`src/rtl/t_pulse_debouncer_pkg.sv`:
```
`default_nettype none
// ============================================================================
// Module      : t_pulse_debouncer_pkg
// Description : Shared types and helpers for the pushbutton debouncer that
//               feeds the toggle flip-flop. Holds the FSM state encoding and
//               the counter-width sanity helpers.
// Revision    : 1.0 - initial release
// ============================================================================
package t_pulse_debouncer_pkg;

    // Debouncer FSM states. The encoding is fixed so that status decoders
    // elsewhere in the design can rely on it.
    typedef enum logic [1:0] {
        ST_IDLE     = 2'd0,
        ST_DB_PRESS = 2'd1,
        ST_HELD     = 2'd2,
        ST_DB_REL   = 2'd3
    } db_state_e;

    // Larger of two unsigned values.
    function automatic int unsigned max_u(input int unsigned a,
                                          input int unsigned b);
        return (a > b) ? a : b;
    endfunction

    // True when 'value' is representable in an unsigned counter of 'width' bits.
    function automatic bit cnt_fits(input int unsigned value,
                                    input int unsigned width);
        if (width >= 32) begin
            return 1'b1;
        end
        return ((value >> width) == 0);
    endfunction

endpackage : t_pulse_debouncer_pkg
`default_nettype wire

```
`src/rtl/t_pulse_debouncer_sync_2ff.sv`:
```
`default_nettype none
// ============================================================================
// Module      : sync_2ff
// Description : Generic two-flop synchronizer for signals asynchronous to clk.
//               A level present on i_d before edge k appears on o_q after
//               edge k+1. Reusable for any asynchronous input in the design.
// Ports       : clk   - sampling clock (rising edge)
//               clr   - asynchronous active-high reset, clears both stages
//               i_d   - asynchronous input bus
//               o_q   - synchronized output bus
// Revision    : 1.0 - initial release
// ============================================================================
module sync_2ff #(
    parameter int unsigned WIDTH = 1
) (
    input  logic             clk,
    input  logic             clr,
    input  logic [WIDTH-1:0] i_d,
    output logic [WIDTH-1:0] o_q
);

    logic [WIDTH-1:0] r_s1;
    logic [WIDTH-1:0] r_s2;

    // First stage may go metastable; second stage gives it a full cycle
    // to resolve before anything downstream looks at it.
    always_ff @(posedge clk or posedge clr) begin
        if (clr) begin
            r_s1 <= '0;
            r_s2 <= '0;
        end else begin
            r_s1 <= i_d;
            r_s2 <= r_s1;
        end
    end

    assign o_q = r_s2;

endmodule : sync_2ff
`default_nettype wire

```
`src/rtl/t_pulse_debouncer.sv`:
```
`default_nettype none
// ============================================================================
// Module      : t_pulse_debouncer
// Description : Turns a raw, bouncing pushbutton level into a clean one-cycle
//               toggle pulse for the T input of the toggle flip-flop, with
//               optional auto-repeat while held and a debounced level output.
// Ports       : clk       - single clock, rising edge
//               clr       - asynchronous active-high reset
//               btn_in    - raw button level, asynchronous, may bounce
//               en        - 1 allows t_out pulses; 0 forces t_out low while
//                           the FSM keeps tracking the button
//               t_out     - registered one-cycle toggle pulse
//               btn_level - debounced button level (1 in HELD / DB_REL)
//               busy      - 1 while a press or release is being debounced
// Parameters  : DB_CYCLES     - stable synchronized cycles to accept a change
//               REPEAT_CYCLES - auto-repeat period in HELD, 0 disables
//               CNT_W         - width of the debounce and repeat counters
// Revision    : 1.0 - initial release
// ============================================================================
module t_pulse_debouncer
    import t_pulse_debouncer_pkg::*;
#(
    parameter int unsigned DB_CYCLES     = 16,
    parameter int unsigned REPEAT_CYCLES = 0,
    parameter int unsigned CNT_W         = 16
) (
    input  logic clk,
    input  logic clr,
    input  logic btn_in,
    input  logic en,
    output logic t_out,
    output logic btn_level,
    output logic busy
);

    // ------------------------------------------------------------------------
    // Constants
    // ------------------------------------------------------------------------
    localparam bit C_CFG_OK = (DB_CYCLES >= 1) &&
                              cnt_fits(max_u(DB_CYCLES, REPEAT_CYCLES), CNT_W);

    localparam bit               C_RPT_ON   = (REPEAT_CYCLES > 0);
    localparam logic [CNT_W-1:0] C_ONE      = CNT_W'(1);
    localparam logic [CNT_W-1:0] C_DB_LAST  = CNT_W'(DB_CYCLES - 1);
    // With auto-repeat disabled the terminal value is never used; keep it at
    // zero rather than letting REPEAT_CYCLES-1 wrap.
    localparam logic [CNT_W-1:0] C_RPT_LAST =
        C_RPT_ON ? CNT_W'(REPEAT_CYCLES - 1) : '0;

    // ------------------------------------------------------------------------
    // Signals
    // ------------------------------------------------------------------------
    logic             w_s2;
    db_state_e        r_state;
    db_state_e        w_state_nxt;
    logic [CNT_W-1:0] r_cnt;
    logic [CNT_W-1:0] w_cnt_nxt;
    logic [CNT_W-1:0] r_rpt;
    logic [CNT_W-1:0] w_rpt_nxt;
    logic             r_t_out;
    logic             w_t_out_nxt;
    logic             r_btn_level;
    logic             w_btn_level_nxt;

    // ------------------------------------------------------------------------
    // Input synchronizer
    // ------------------------------------------------------------------------
    sync_2ff #(
        .WIDTH (1)
    ) u_sync_btn (
        .clk (clk),
        .clr (clr),
        .i_d (btn_in),
        .o_q (w_s2)
    );

    // ------------------------------------------------------------------------
    // FSM state and counter registers
    // ------------------------------------------------------------------------
    always_ff @(posedge clk or posedge clr) begin
        if (clr) begin
            r_state     <= ST_IDLE;
            r_cnt       <= '0;
            r_rpt       <= '0;
            r_t_out     <= 1'b0;
            r_btn_level <= 1'b0;
        end else begin
            r_state     <= w_state_nxt;
            r_cnt       <= w_cnt_nxt;
            r_rpt       <= w_rpt_nxt;
            r_t_out     <= w_t_out_nxt;
            r_btn_level <= w_btn_level_nxt;
        end
    end

    // ------------------------------------------------------------------------
    // Next-state, counter and pulse logic
    // ------------------------------------------------------------------------
    always_comb begin
        w_state_nxt = r_state;
        w_cnt_nxt   = r_cnt;
        w_rpt_nxt   = r_rpt;
        w_t_out_nxt = 1'b0;

        unique case (r_state)
            ST_IDLE: begin
                if (w_s2) begin
                    w_state_nxt = ST_DB_PRESS;
                    w_cnt_nxt   = '0;
                end
            end

            ST_DB_PRESS: begin
                if (!w_s2) begin
                    // Bounce: drop back without a pulse.
                    w_state_nxt = ST_IDLE;
                end else if (r_cnt == C_DB_LAST) begin
                    // Press accepted. en is sampled only here, so toggling it
                    // during the debounce window has no effect of its own.
                    w_state_nxt = ST_HELD;
                    w_t_out_nxt = en;
                    w_rpt_nxt   = '0;
                end else begin
                    w_cnt_nxt = r_cnt + C_ONE;
                end
            end

            ST_HELD: begin
                if (!w_s2) begin
                    w_state_nxt = ST_DB_REL;
                    w_cnt_nxt   = '0;
                end else if (C_RPT_ON) begin
                    if (r_rpt == C_RPT_LAST) begin
                        w_t_out_nxt = en;
                        w_rpt_nxt   = '0;
                    end else begin
                        w_rpt_nxt = r_rpt + C_ONE;
                    end
                end
            end

            ST_DB_REL: begin
                if (w_s2) begin
                    // Release glitch: resume holding, no new pulse, and the
                    // repeat period restarts from here.
                    w_state_nxt = ST_HELD;
                    w_rpt_nxt   = '0;
                end else if (r_cnt == C_DB_LAST) begin
                    w_state_nxt = ST_IDLE;
                end else begin
                    w_cnt_nxt = r_cnt + C_ONE;
                end
            end

            default: begin
                w_state_nxt = ST_IDLE;
            end
        endcase

        // Level is registered from the next state so it changes on the same
        // edge as the acceptance pulse.
        w_btn_level_nxt = (w_state_nxt == ST_HELD) || (w_state_nxt == ST_DB_REL);
    end

    // ------------------------------------------------------------------------
    // Outputs
    // ------------------------------------------------------------------------
    assign t_out     = r_t_out;
    assign btn_level = r_btn_level;
    assign busy      = (r_state == ST_DB_PRESS) || (r_state == ST_DB_REL);

    // ------------------------------------------------------------------------
    // Configuration check: counters too narrow for the requested periods
    // would silently wrap and never reach their terminal values.
    // ------------------------------------------------------------------------
    always_ff @(posedge clk) begin : p_cfg_check
        if (!clr) begin
            assert (C_CFG_OK)
                else $error("t_pulse_debouncer: CNT_W=%0d too small for DB_CYCLES=%0d / REPEAT_CYCLES=%0d",
                            CNT_W, DB_CYCLES, REPEAT_CYCLES);
        end
    end

endmodule : t_pulse_debouncer
`default_nettype wire

```
`config.mk`:
```
export PLATFORM = sky130hd
export DESIGN_NAME = t_pulse_debouncer
export DESIGN_NICKNAME = d
export VERILOG_FILES = /design/src/rtl/t_pulse_debouncer_pkg.sv /design/src/rtl/t_pulse_debouncer_sync_2ff.sv /design/src/rtl/t_pulse_debouncer.sv
export SDC_FILE = /design/constraint.sdc
export NUM_CORES = 1
export LEC_CHECK = 0
export ABC_AREA = 1
export CORE_MARGIN = 1.5
export CORE_UTILIZATION = 58
export CTS_CLUSTER_SIZE = 14
export DETAILED_ROUTE_END_ITERATION = 7
export HOLD_SLACK_MARGIN = 0.15
export PLACE_DENSITY = 0.78
export SLEW_MARGIN = 15
export SYNTH_ARGS = -nofsm -noshare
export SYNTH_HDL_FRONTEND = slang
export SYNTH_HIERARCHICAL = 1
export SYNTH_SLANG_ARGS = --single-unit
export TNS_END_PERCENT = 100
```
`constraint.sdc`:
```
create_clock -name clk -period 2.1 [get_ports clk]
set_input_delay 0.42 -clock clk [delete_from_list [all_inputs] [get_ports clk]]
set_output_delay 0.42 -clock clk [all_outputs]
set_load 0.01 [all_outputs]
```
== Word-level counts from Yosys, hierarchy flattened ==
Index checks and enable logic that the tools add are counted.
Word-level totals
  word-level logic and storage cells: 37
  bits of input ports: 4
  register bits: 22
  output and inout port bits: 3
Operators by class
  reduce and logical (&&, ||, !) cells: 4
  mux-type cells: 16
  equal/unequal tests: 10
  $add $sub $neg: 1
Operators with widths (count)
  $mux 16: 5
  $pmux 16 s4: 1
  $add 16x1->16 const B: 1
  $eq 16x4->1 const B: 1
  $mux 2: 6
  $eq 2x2->1 const B: 4
  $pmux 2 s4: 1
  $ne 2x1->1 const B: 2
  $ne 2x2->1 const B: 2
  $reduce_and 4->1: 1
  $mux 1: 3
  $eq 2x1->1 const B: 1
  $logic_not 2->1: 1
  $logic_or 1x1->1: 2

== Logic depth before layout (Yosys ltp) ==
Gate-level depths: netlist of the first run.
  word-level depth: 6
  gate-level depth with buffers: 9
  mapped depth without buffers: 9

== Hierarchy ==
The synthesis of the first run kept the hierarchy.
By module, submodules not included
  t_pulse_debouncer: sequential area each 475.5 um2, area an instance 1189.9 um2, cells an instance 173, instances 1
  sync_2ff: sequential area each 50.0 um2, area an instance 53.8 um2, cells an instance 3, instances 1

== Least setup slack after synthesis of the first run ==
No wires, ideal clock.
  path kind: flip-flop to flip-flop
  start: reg r_cnt[0]
  end: reg r_cnt[8]
  library setup time: 0.126 ns
  data required time: 1.974 ns
  buffers on the path: 1
  data arrival time: 1.301 ns
  slack: 0.673 ns
  cell stages (with the launch flop): 9
  clock period less this slack: 1.427 ns
  path through: dfrtp_1 -> ha_1 -> nand3_1 -> inv_1 -> nand3_2 -> nand2_2 -> buf_6 -> nand2_1 -> o21ai_0
Between the ends
  longest elaborated chain between the ends: 4
Ends and longest elaborated chain
  from (decl): RTL line t_pulse_debouncer.sv:56  | logic [CNT_W-1:0] r_cnt;
  from (signal assigned): RTL line t_pulse_debouncer.sv:89  | r_cnt <= w_cnt_nxt;
  $add 16x1->16 / $eq 16x4->1 (equally long branches)
  $mux 16 (*): RTL line t_pulse_debouncer.sv:117, t_pulse_debouncer.sv:148
  $mux 16, on equally long branches: RTL line t_pulse_debouncer.sv:143, t_pulse_debouncer.sv:114
  $pmux 16 s4 (*): RTL line t_pulse_debouncer.sv:105  | unique case (r_state)
Mark *: on every way between the ends. The rest lies on a longest branch, timed or not. The select of a mux whose other input is x is not followed.
A chain may end at the register's enable or synchronous reset.

== Final worst setup path of the first run ==
  start: reg r_state[0]
  end: out busy
Between the ends
  longest elaborated chain between the ends: 2
Ends and longest elaborated chain
  from (decl): RTL line t_pulse_debouncer.sv:54  | db_state_e r_state;
  from (signal assigned): RTL line t_pulse_debouncer.sv:88  | r_state <= w_state_nxt;
  $eq 2x1->1 / $eq 2x2->1 (equally long branches)
  $logic_or 1x1->1 (*): RTL line t_pulse_debouncer.sv:170  | assign busy = (r_state == ST_DB_PRESS) || (r_state == ST_DB_REL);
  to (decl): RTL line t_pulse_debouncer.sv:33  | output logic busy
Mark *: on every way between the ends. The rest lies on a longest branch, timed or not.

==> results.md, run 1 <==
| Step | Item | This run |
| --- | --- | --- |
| clocking | H-tree Lvls | 1 |
| worst setup path | Crit end category | output port |
| global route | Number of antenna violations at the first check in global routing | 0 |
| sta | Highest achievable clock rate | 0.534 GHz |
| worst setup path | Slowest cell delay on critical path | 0.56 ns |
| worst setup path | Data required time at the worst endpoint | 1.68 ns |
| cells and area | Filler Cell Count | 163 |
| synth | Portion of the post-synthesis area used by sequential elements | 42.3% |
| sta | Number of endpoints failing setup at the final stage | 0 |
| worst setup path | CP bufs+invs | 2 |
| synth | Net count after synthesis | 181 |
| synth | Count of cell types in the netlist | 18 |
| global route | GRT met1 Usage | 34.7% |
| synth | Post-synthesis instance area | 1240 um^2 |
| clocking | Number of buffers inserted during clock tree synthesis | 3 |
| synth | Area share of the largest cell type after synthesis | 42.3% |
| detailed routing | Final routed wire length divided by cell count | 12.1 um |
| worst setup path | Data arrival time at the worst-slack endpoint | 1.45 ns |
| clocking | Buffers inserted by post-CTS timing repair | 0 |
| floorplan | Standard-cell rows | 16 |
| detailed routing | 1st-pass router iterations | 4 |
| floorplan | Boundary pin count | 7 |
| global route | Most used routing layer | met2 |
| cells and area | Net count reported at finish | 190 |
| placed design | Count of port buffers added during placement | 6 |
| global route | Routing usage on met3 | 3.99% |
| floorplan | Height of the die | 49.3 um |
| synth | Synth area leader | sky130_fd_sc_hd__dfrtp_1 |
| sta | Measured slew at the worst slew-check pin | 0.380 ns |
| sta | Hold Vio Cnt, Final | 0 |
| run | Max Cap Viol | 0 |
| pwr | Leakage power total | 0.626 nW |
| detailed routing | ANT nets after route | 0 |
| cells and area | Antenna Cells | 0 |
| cells and area | Area overhead of the layout relative to synthesis | 8.15% |
| worst setup path | Crit start category | flop |
| sta | Ratio of final minimum period to clock period | 89.2% |
| worst setup path | Critical path class | reg2out |
| placed design | Routability congestion estimate from global placement | 0.908 |
| sta | RSZ-0062 raised after global routing | false |
| detailed routing | Aggregate routed wire length | 2.55 mm |
| cells and area | Final instance count without filler cells | 211 |
| global route | Pin count of the biggest net entering global routing | 23 |
| detailed routing | Per-cell via count in the routed design | 5.45 |
| floorplan | Starting density of the core | 62.8% |
| clocking | Total of hold buffers inserted after clock tree synthesis | 0 |
| floorplan | Die Footprint | 2430 um^2 |
| synth | Syn_area_per_cell | 7.07 um^2 |
| global route | Global-route usage over all layers | 24.9% |
| worst setup path | Family with the most delay on the worst path | buffers and inverters |
| synth | FF+latch count, synth | 21 |
| cells and area | Multi-input combinational cell area | 606 um^2 |
| clocking | Clock Tree Buf Depth | 2 |
| worst setup path | Critical-path cell list | buf_4 -> clkdlybuf4s50_1 |
| placed design | Placed wire-length estimate after detailed placement | 1.92 mm |
| clocking | CTS tree | yes |
| pwr | Combinational Power Share | 8.5% |
| sta | Fin crit period | 1.87 ns |
| worst setup path | Critical Path Slowest Stage Cell | sky130_fd_sc_hd__clkdlybuf4s50_1 |
| global route | Overflow left after global routing | 0 |
| worst setup path | Launch instance of the worst register-to-register path | r_cnt[0]$_DFFE_PP0P_ |
| min path | Hold/Removal Path Class | in2async |
| clocking | Source-to-sink clock delay at the later pin of the worst-skew pair | 0.30 ns |
| detailed routing | Vias post-DR | 1149 |
| clocking | Number of sinks on the clock net | 21 |
| pwr | Clock network power share | 28.4% |
| clocking | Count of instances resized after the clock tree is built | 0 |
| detailed routing | Number of violations reported at the end of detailed-routing iteration 0 | 64 |
| worst setup path | Logic depth of the worst register-to-register path | 8 |
| worst setup path | Crit Path Max Fanout | 15 |
| pwr | Part of the total power dissipated in sequential elements | 63.1% |
| sta | Final clock skew | 0.00187 ns |
| worst setup path | Register-to-register setup slack | 0.23 ns |
| global route | Met2 usage | 38.1% |
| floorplan | Area inside the core boundary | 1980 um^2 |
| pwr | Int Pwr | 0.509 mW |
| global route | Via count of the first global-routing pass | 1080 |
| placed design | Dpl cells | 207 |
| clocking | Cell at the root of the clock tree | sky130_fd_sc_hd__clkbuf_4 |
| pwr | Net switching fraction of the power | 24.3% |
| cells and area | Layout Utilization | 67.9% |
| status | Run status | finished clean |
| synth | Dominant cells by area after synthesis | sky130_fd_sc_hd__dfrtp_1, sky130_fd_sc_hd__nand2_1, sky130_fd_sc_hd__nand3_1 |
| cells and area | FF/Latch Area | 526 um^2 |
| pwr | Net switching component of the power | 0.164 mW |
| clocking | Clock-pin transition on the worst setup and hold timing paths | 0.11 ns |
| cells and area | Share of final-layout standard cells stronger than drive strength 1 | 5.43% |
| pwr | Worst voltage drop across the vdd grid | 0.482 mV |
| sta | Worst relative slew slack | 74.6% |
| global route | Global-route wire length before repair | 4.64 mm |
| detailed routing | DRC errors left | 0 |
| synth | Count of warnings emitted by yosys | 6 |
| worst setup path | Worst R2R End | r_cnt[12]$_DFFE_PP0P_ |
| pwr | Pwr Density | 500 nW/um^2 |
| floorplan | Width of the die | 49.3 um |
| sta | Final Max Slew Viols | 0 |
| sta | Sum Neg Setup Slack | 0 ns |
| synth | Cell count after synthesis | 176 |
[cell type report]
cell class                      instances  area share (%)
Clock buffer                            4            1.95
Timing Repair Buffer                    9            6.14
Tap cell                               27            2.51
Multi-Input combinational cell        131            45.0
Inverter                               19            5.30
Sequential cell                        21            39.1
[state kept, by name (all words and copies together), names as in the netlist]
signal / cells
btn_level: 1
r_cnt: 16
r_state: 1
t_out: 1
u_sync_btn/o_q: 1
u_sync_btn/r_s1: 1
[per-layer routing]
metal,vias to the layer above,wire (um)
li1,579,-
met1,524,1150
met2,39,1210
met3,7,142
met4,0,42
met5,-,0
[stage by stage]
| stage | area [um^2] | setup slack, ns | total power, mW | hold WS, ns |
|---|---|---|---|---|
| final | 1350 | 0.227 | 0.673 | 0.297 |
| after floorplan | 1240 | 0.673 | 0.472 | 0.161 |
| after global routing | 1350 | 0.0547 | 0.703 | 0.320 |
| after global placement | 1320 | 0.336 | 0.486 | 0.343 |
| after CTS | 1350 | 0.208 | 0.684 | 0.289 |
| after detailed placement | 1320 | 0.276 | 0.489 | 0.337 |
[cells in the mapped netlist]
cell,count
sky130_fd_sc_hd__buf_6,3
sky130_fd_sc_hd__nand3_1,22
sky130_fd_sc_hd__o21ai_1,12
sky130_fd_sc_hd__inv_1,18
sky130_fd_sc_hd__nor2_1,22
sky130_fd_sc_hd__or2_2,1
sky130_fd_sc_hd__nand3_2,1
sky130_fd_sc_hd__nor4_1,1
sky130_fd_sc_hd__nand4_1,6
sky130_fd_sc_hd__nand2_2,1
sky130_fd_sc_hd__inv_2,1
sky130_fd_sc_hd__ha_1,1
sky130_fd_sc_hd__o21bai_1,1
sky130_fd_sc_hd__o21ai_0,4
sky130_fd_sc_hd__clkbuf_1,2
sky130_fd_sc_hd__xor2_1,5
sky130_fd_sc_hd__nand2_1,54
sky130_fd_sc_hd__dfrtp_1,21
[cells in the final DEF, fill, tap and decap left out, drive strengths merged]
cell type	netlist	final
nand4	6	6
xor2	5	5
clkdlybuf4s50	0	6
nand3	23	23
buf	3	3
nor2	22	22
dfrtp	21	21
o21bai	1	1
nand2	55	55
ha	1	1
nor4	1	1
or2	1	1
o21ai	16	16
clkbuf	2	4
inv	19	19
[cell families (layout without fill, tap and decap cells)]
| logic type | count (synthesis) | count (layout) | synth area share (%) |
|---|---|---|---|
| XOR/XNOR | 5 | 5 | 3.52 |
| adder cells (fa/ha/maj) | 1 | 1 | 1.01 |
| AO/OA/AOI/OAI | 17 | 17 | 7.04 |
| flip-flops | 21 | 21 | 42.3 |
| buffers and inverters | 24 | 32 | 9.05 |
| AND/OR/NAND/NOR | 108 | 108 | 37.1 |
[power by group through the flow]
stage,clock (mW),sequential (mW),combinational [mW]
floorplan,0,0.431,0.0414
global placement,0,0.431,0.0548
detailed placement,0,0.432,0.0572
CTS,0.202,0.424,0.0581
global route,0.213,0.426,0.0643
finish,0.191,0.425,0.0570
[worst max-delay path by stage]
stage,from,to,slack (ns),cells past startpoint
after floorplan,r_cnt[0]$_DFFE_PP0P_,r_cnt[8]$_DFFE_PP0P_,0.67,8
after global placement,r_cnt[0]$_DFFE_PP0P_,r_cnt[8]$_DFFE_PP0P_,0.34,7
after detailed placement,r_cnt[0]$_DFFE_PP0P_,r_cnt[10]$_DFFE_PP0P_,0.28,8
after CTS,r_state[0]$_DFF_PP0_,busy,0.21,2
after global routing,r_cnt[0]$_DFFE_PP0P_,r_cnt[12]$_DFFE_PP0P_,0.05,8
final,r_state[0]$_DFF_PP0_,busy,0.23,2
Power figures use the tool's default switching activity.
==> inputs of run 2 (changes only) <==
--- a/config.mk
+++ b/config.mk
@@ -6,12 +6,14 @@
 export NUM_CORES = 1
 export LEC_CHECK = 0
 export ABC_AREA = 1
+export CELL_PAD_IN_SITES_DETAIL_PLACEMENT = 1
+export CELL_PAD_IN_SITES_GLOBAL_PLACEMENT = 1
 export CORE_MARGIN = 1.5
-export CORE_UTILIZATION = 58
+export CORE_UTILIZATION = 42
 export CTS_CLUSTER_SIZE = 14
 export DETAILED_ROUTE_END_ITERATION = 7
 export HOLD_SLACK_MARGIN = 0.15
-export PLACE_DENSITY = 0.78
+export PLACE_DENSITY_LB_ADDON = 0.1
 export SLEW_MARGIN = 15
 export SYNTH_ARGS = -nofsm -noshare
 export SYNTH_HDL_FRONTEND = slang
==> run 2 against run 1 <==
  * Critical endpoint is now r_cnt[12]$_DFFE_PP0P_
  * Hold slack got worse by 0.023 ns
  * Critical path depth increased by 6
  * Largest power group unchanged
  * Total power is 1.3% higher
==> results.md, run 2 (synthesis gave the netlist of run 1 again) <==
| Step | Item | This run |
| --- | --- | --- |
| worst setup path | Critical Path Slowest Stage Cell | sky130_fd_sc_hd__dfrtp_1 |
| cells and area | Register containing the most flip-flops in the final layout | r_cnt |
| detailed routing | Per-cell via count in the routed design | 5.19 |
| sta | Worst relative slew slack | 77.4% |
| worst setup path | Crit start category | flop |
| sta | RSZ-0062 raised after global routing | false |
| min path | Hold/Removal Path Class | in2async |
| sta | Setup slack of the critical path after layout | 0.282 ns |
| worst setup path | Crit Path Max Fanout | 13 |
| sta | Hold Vio Cnt, Final | 0 |
| sta | Sum Neg Setup Slack | 0 ns |
| cells and area | Net count reported at finish | 191 |
| pwr | PnR Total Power | 0.682 mW |
| sta | Final Max Slew Viols | 0 |
| worst setup path | Data required time at the worst endpoint | 2.34 ns |
| pwr | Worst voltage drop across the vdd grid | 0.358 mV |
| detailed routing | Number of violations reported at the end of detailed-routing iteration 0 | 40 |
| floorplan | Width of the die | 57.4 um |
| pwr | Pwr Density | 502 nW/um^2 |
| detailed routing | Aggregate routed wire length | 3.03 mm |
| worst setup path | Family with the most delay on the worst path | simple AND/OR/NAND/NOR gates |
| global route | Via count of the first global-routing pass | 1154 |
| detailed routing | ANT nets after route | 0 |
| floorplan | Area inside the core boundary | 2780 um^2 |
| detailed routing | Final routed wire length divided by cell count | 14.0 um |
| clocking | Cell at the root of the clock tree | sky130_fd_sc_hd__clkbuf_4 |
| placed design | Routability congestion estimate from global placement | 0.822 |
| placed design | Count of port buffers added during placement | 6 |
| clocking | Buffers inserted by post-CTS timing repair | 0 |
| global route | Global-route usage over all layers | 21.1% |
| sta | Measured slew at the worst slew-check pin | 0.337 ns |
| worst setup path | Data arrival time at the worst-slack endpoint | 2.06 ns |
| run | Max Cap Viol | 0 |
| worst setup path | Worst R2R End | r_cnt[12]$_DFFE_PP0P_ |
| sta | Smallest hold slack | 0.274 ns |
| floorplan | Starting density of the core | 44.7% |
| worst setup path | Number of cells on the critical path | 8 |
| cells and area | Share of final-layout standard cells stronger than drive strength 1 | 6.49% |
| placed design | Placed wire-length estimate after detailed placement | 2.37 mm |
| detailed routing | Vias post-DR | 1120 |
| cells and area | Filler Cell Count | 369 |
| sta | Highest achievable clock rate | 0.550 GHz |
| clocking | Total of hold buffers inserted after clock tree synthesis | 0 |
| worst setup path | CP bufs+invs | 2 |
| worst setup path | Launch instance of the worst register-to-register path | r_cnt[0]$_DFFE_PP0P_ |
| detailed routing | 1st-pass router iterations | 4 |
| worst setup path | Slowest cell delay on critical path | 0.46 ns |
| sta | Final clock skew | 0.00545 ns |
| floorplan | Boundary pin count | 7 |
| sta | Fin crit period | 1.82 ns |
| detailed routing | DRC errors left | 0 |
| pwr | Leakage power total | 0.633 nW |
| clocking | H-tree Lvls | 1 |
| worst setup path | Critical path class | reg2reg |
| worst setup path | Critical-path cell list | ha_1 -> nand3_1 -> inv_1 -> nand3_2 -> nand2_2 -> buf_4 -> nand2_1 -> o21ai_1 |
| floorplan | Height of the die | 57.4 um |
| cells and area | Area overhead of the layout relative to synthesis | 9.26% |
| clocking | Count of instances resized after the clock tree is built | 0 |
| global route | Number of antenna violations at the first check in global routing | 0 |
| clocking | Clock-pin transition on the worst setup and hold timing paths | 0.12 ns |
| clocking | CTS tree | yes |
| clocking | Source-to-sink clock delay at the later pin of the worst-skew pair | 0.30 ns |
| worst setup path | Crit end category | flop |
| sta | Ratio of final minimum period to clock period | 86.6% |
| clocking | Number of buffers inserted during clock tree synthesis | 3 |
| global route | Global-route wire length before repair | 5.48 mm |
| floorplan | Standard-cell rows | 19 |
| status | Run status | finished clean |
| placed design | Setup WS pre-CTS | 0.311 ns |
| sta | Number of endpoints failing setup at the final stage | 0 |
| cells and area | Most frequent standard cell in the layout excluding fill and tap cells | sky130_fd_sc_hd__nand2_1 |
| cells and area | Commonest non-fill, non-tap cells in the layout | sky130_fd_sc_hd__nand2_1, sky130_fd_sc_hd__nor2_1, sky130_fd_sc_hd__nand3_1, sky130_fd_sc_hd__dfrtp_1, sky130_fd_sc_hd__inv_1 |
| cells and area | Max reg flops | 16 |
| global route | Pin count of the biggest net entering global routing | 20 |
| cells and area | Antenna Cells | 0 |
| clocking | Clock Tree Buf Depth | 2 |
| floorplan | Die Footprint | 3300 um^2 |
| worst setup path | Register-to-register setup slack | 0.28 ns |
| worst setup path | Logic depth of the worst register-to-register path | 8 |
| global route | Overflow left after global routing | 0 |
| clocking | Number of sinks on the clock net | 21 |
==> run 2: cell count changes in the layout (fill, tap and decap cells not counted) <==
cell | before | now
sky130_fd_sc_hd__buf_4 | 3 | 4
sky130_fd_sc_hd__clkbuf_1 | 1 | 0
sky130_fd_sc_hd__clkinv_2 | 0 | 1
==> run 2: through the flow <==
step	util [%]	cells	area, um^2
2_1_floorplan	-	176	1240
3_3_place_gp	47.9	212	1330
3_5_place_dp	47.9	212	1330
4_1_cts	48.9	216	1360
5_1_grt	48.9	216	1360
6_report	48.9	216	1360
==> run 2: worst reg2reg max path: stages (launching register included) <==
cell	delay, ns
sky130_fd_sc_hd__dfrtp_1	0.46
sky130_fd_sc_hd__ha_1	0.27
sky130_fd_sc_hd__nand3_1	0.16
sky130_fd_sc_hd__inv_1	0.16
sky130_fd_sc_hd__nand3_2	0.13
sky130_fd_sc_hd__nand2_2	0.22
sky130_fd_sc_hd__buf_4	0.22
sky130_fd_sc_hd__nand2_1	0.06
sky130_fd_sc_hd__o21ai_1	0.08
==> run 2: how the worst max path moves through the flow <==
stage / startpoint / to / slack, ns
6_report: r_cnt[0]$_DFFE_PP0P_ / r_cnt[12]$_DFFE_PP0P_ / 0.28
5_1_grt: r_cnt[0]$_DFFE_PP0P_ / r_cnt[13]$_DFFE_PP0P_ / 0.1
4_1_cts: r_cnt[0]$_DFFE_PP0P_ / r_cnt[12]$_DFFE_PP0P_ / 0.28
3_5_place_dp: r_cnt[0]$_DFFE_PP0P_ / r_cnt[12]$_DFFE_PP0P_ / 0.31
3_3_place_gp: r_cnt[0]$_DFFE_PP0P_ / r_cnt[8]$_DFFE_PP0P_ / 0.42
2_1_floorplan: r_cnt[0]$_DFFE_PP0P_ / r_cnt[8]$_DFFE_PP0P_ / 0.67
==> run 2: metal layers <==
layer	global-route usage [%]	wire length [um]	part of all wire, %
met1	30.3	1520	50
met4	3.99	18	0.59
met2	34.6	1430	47
met5	0	0	0
met3	2.72	53	1.8
==> run 2: power by group <==
group	total [mW]	switching, mW	internal [mW]	leakage [nW]
registers	0.426	0.0117	0.414	0.284
logic	0.0587	0.0364	0.0223	0.331
clock network	0.197	0.126	0.0710	0.0177
==> run 2: cell type report <==
cell class | count | area, um^2 | share of cell area, %
multi-input cells | 131 | 606 | 44.6
flip-flops and latches | 21 | 526 | 38.7
repair buffers | 10 | 90.1 | 6.63
inverters | 19 | 71.3 | 5.25
well taps | 31 | 38.8 | 2.85
clock buffers | 3 | 22.5 | 1.66
clock inverters | 1 | 5.00 | 0.368
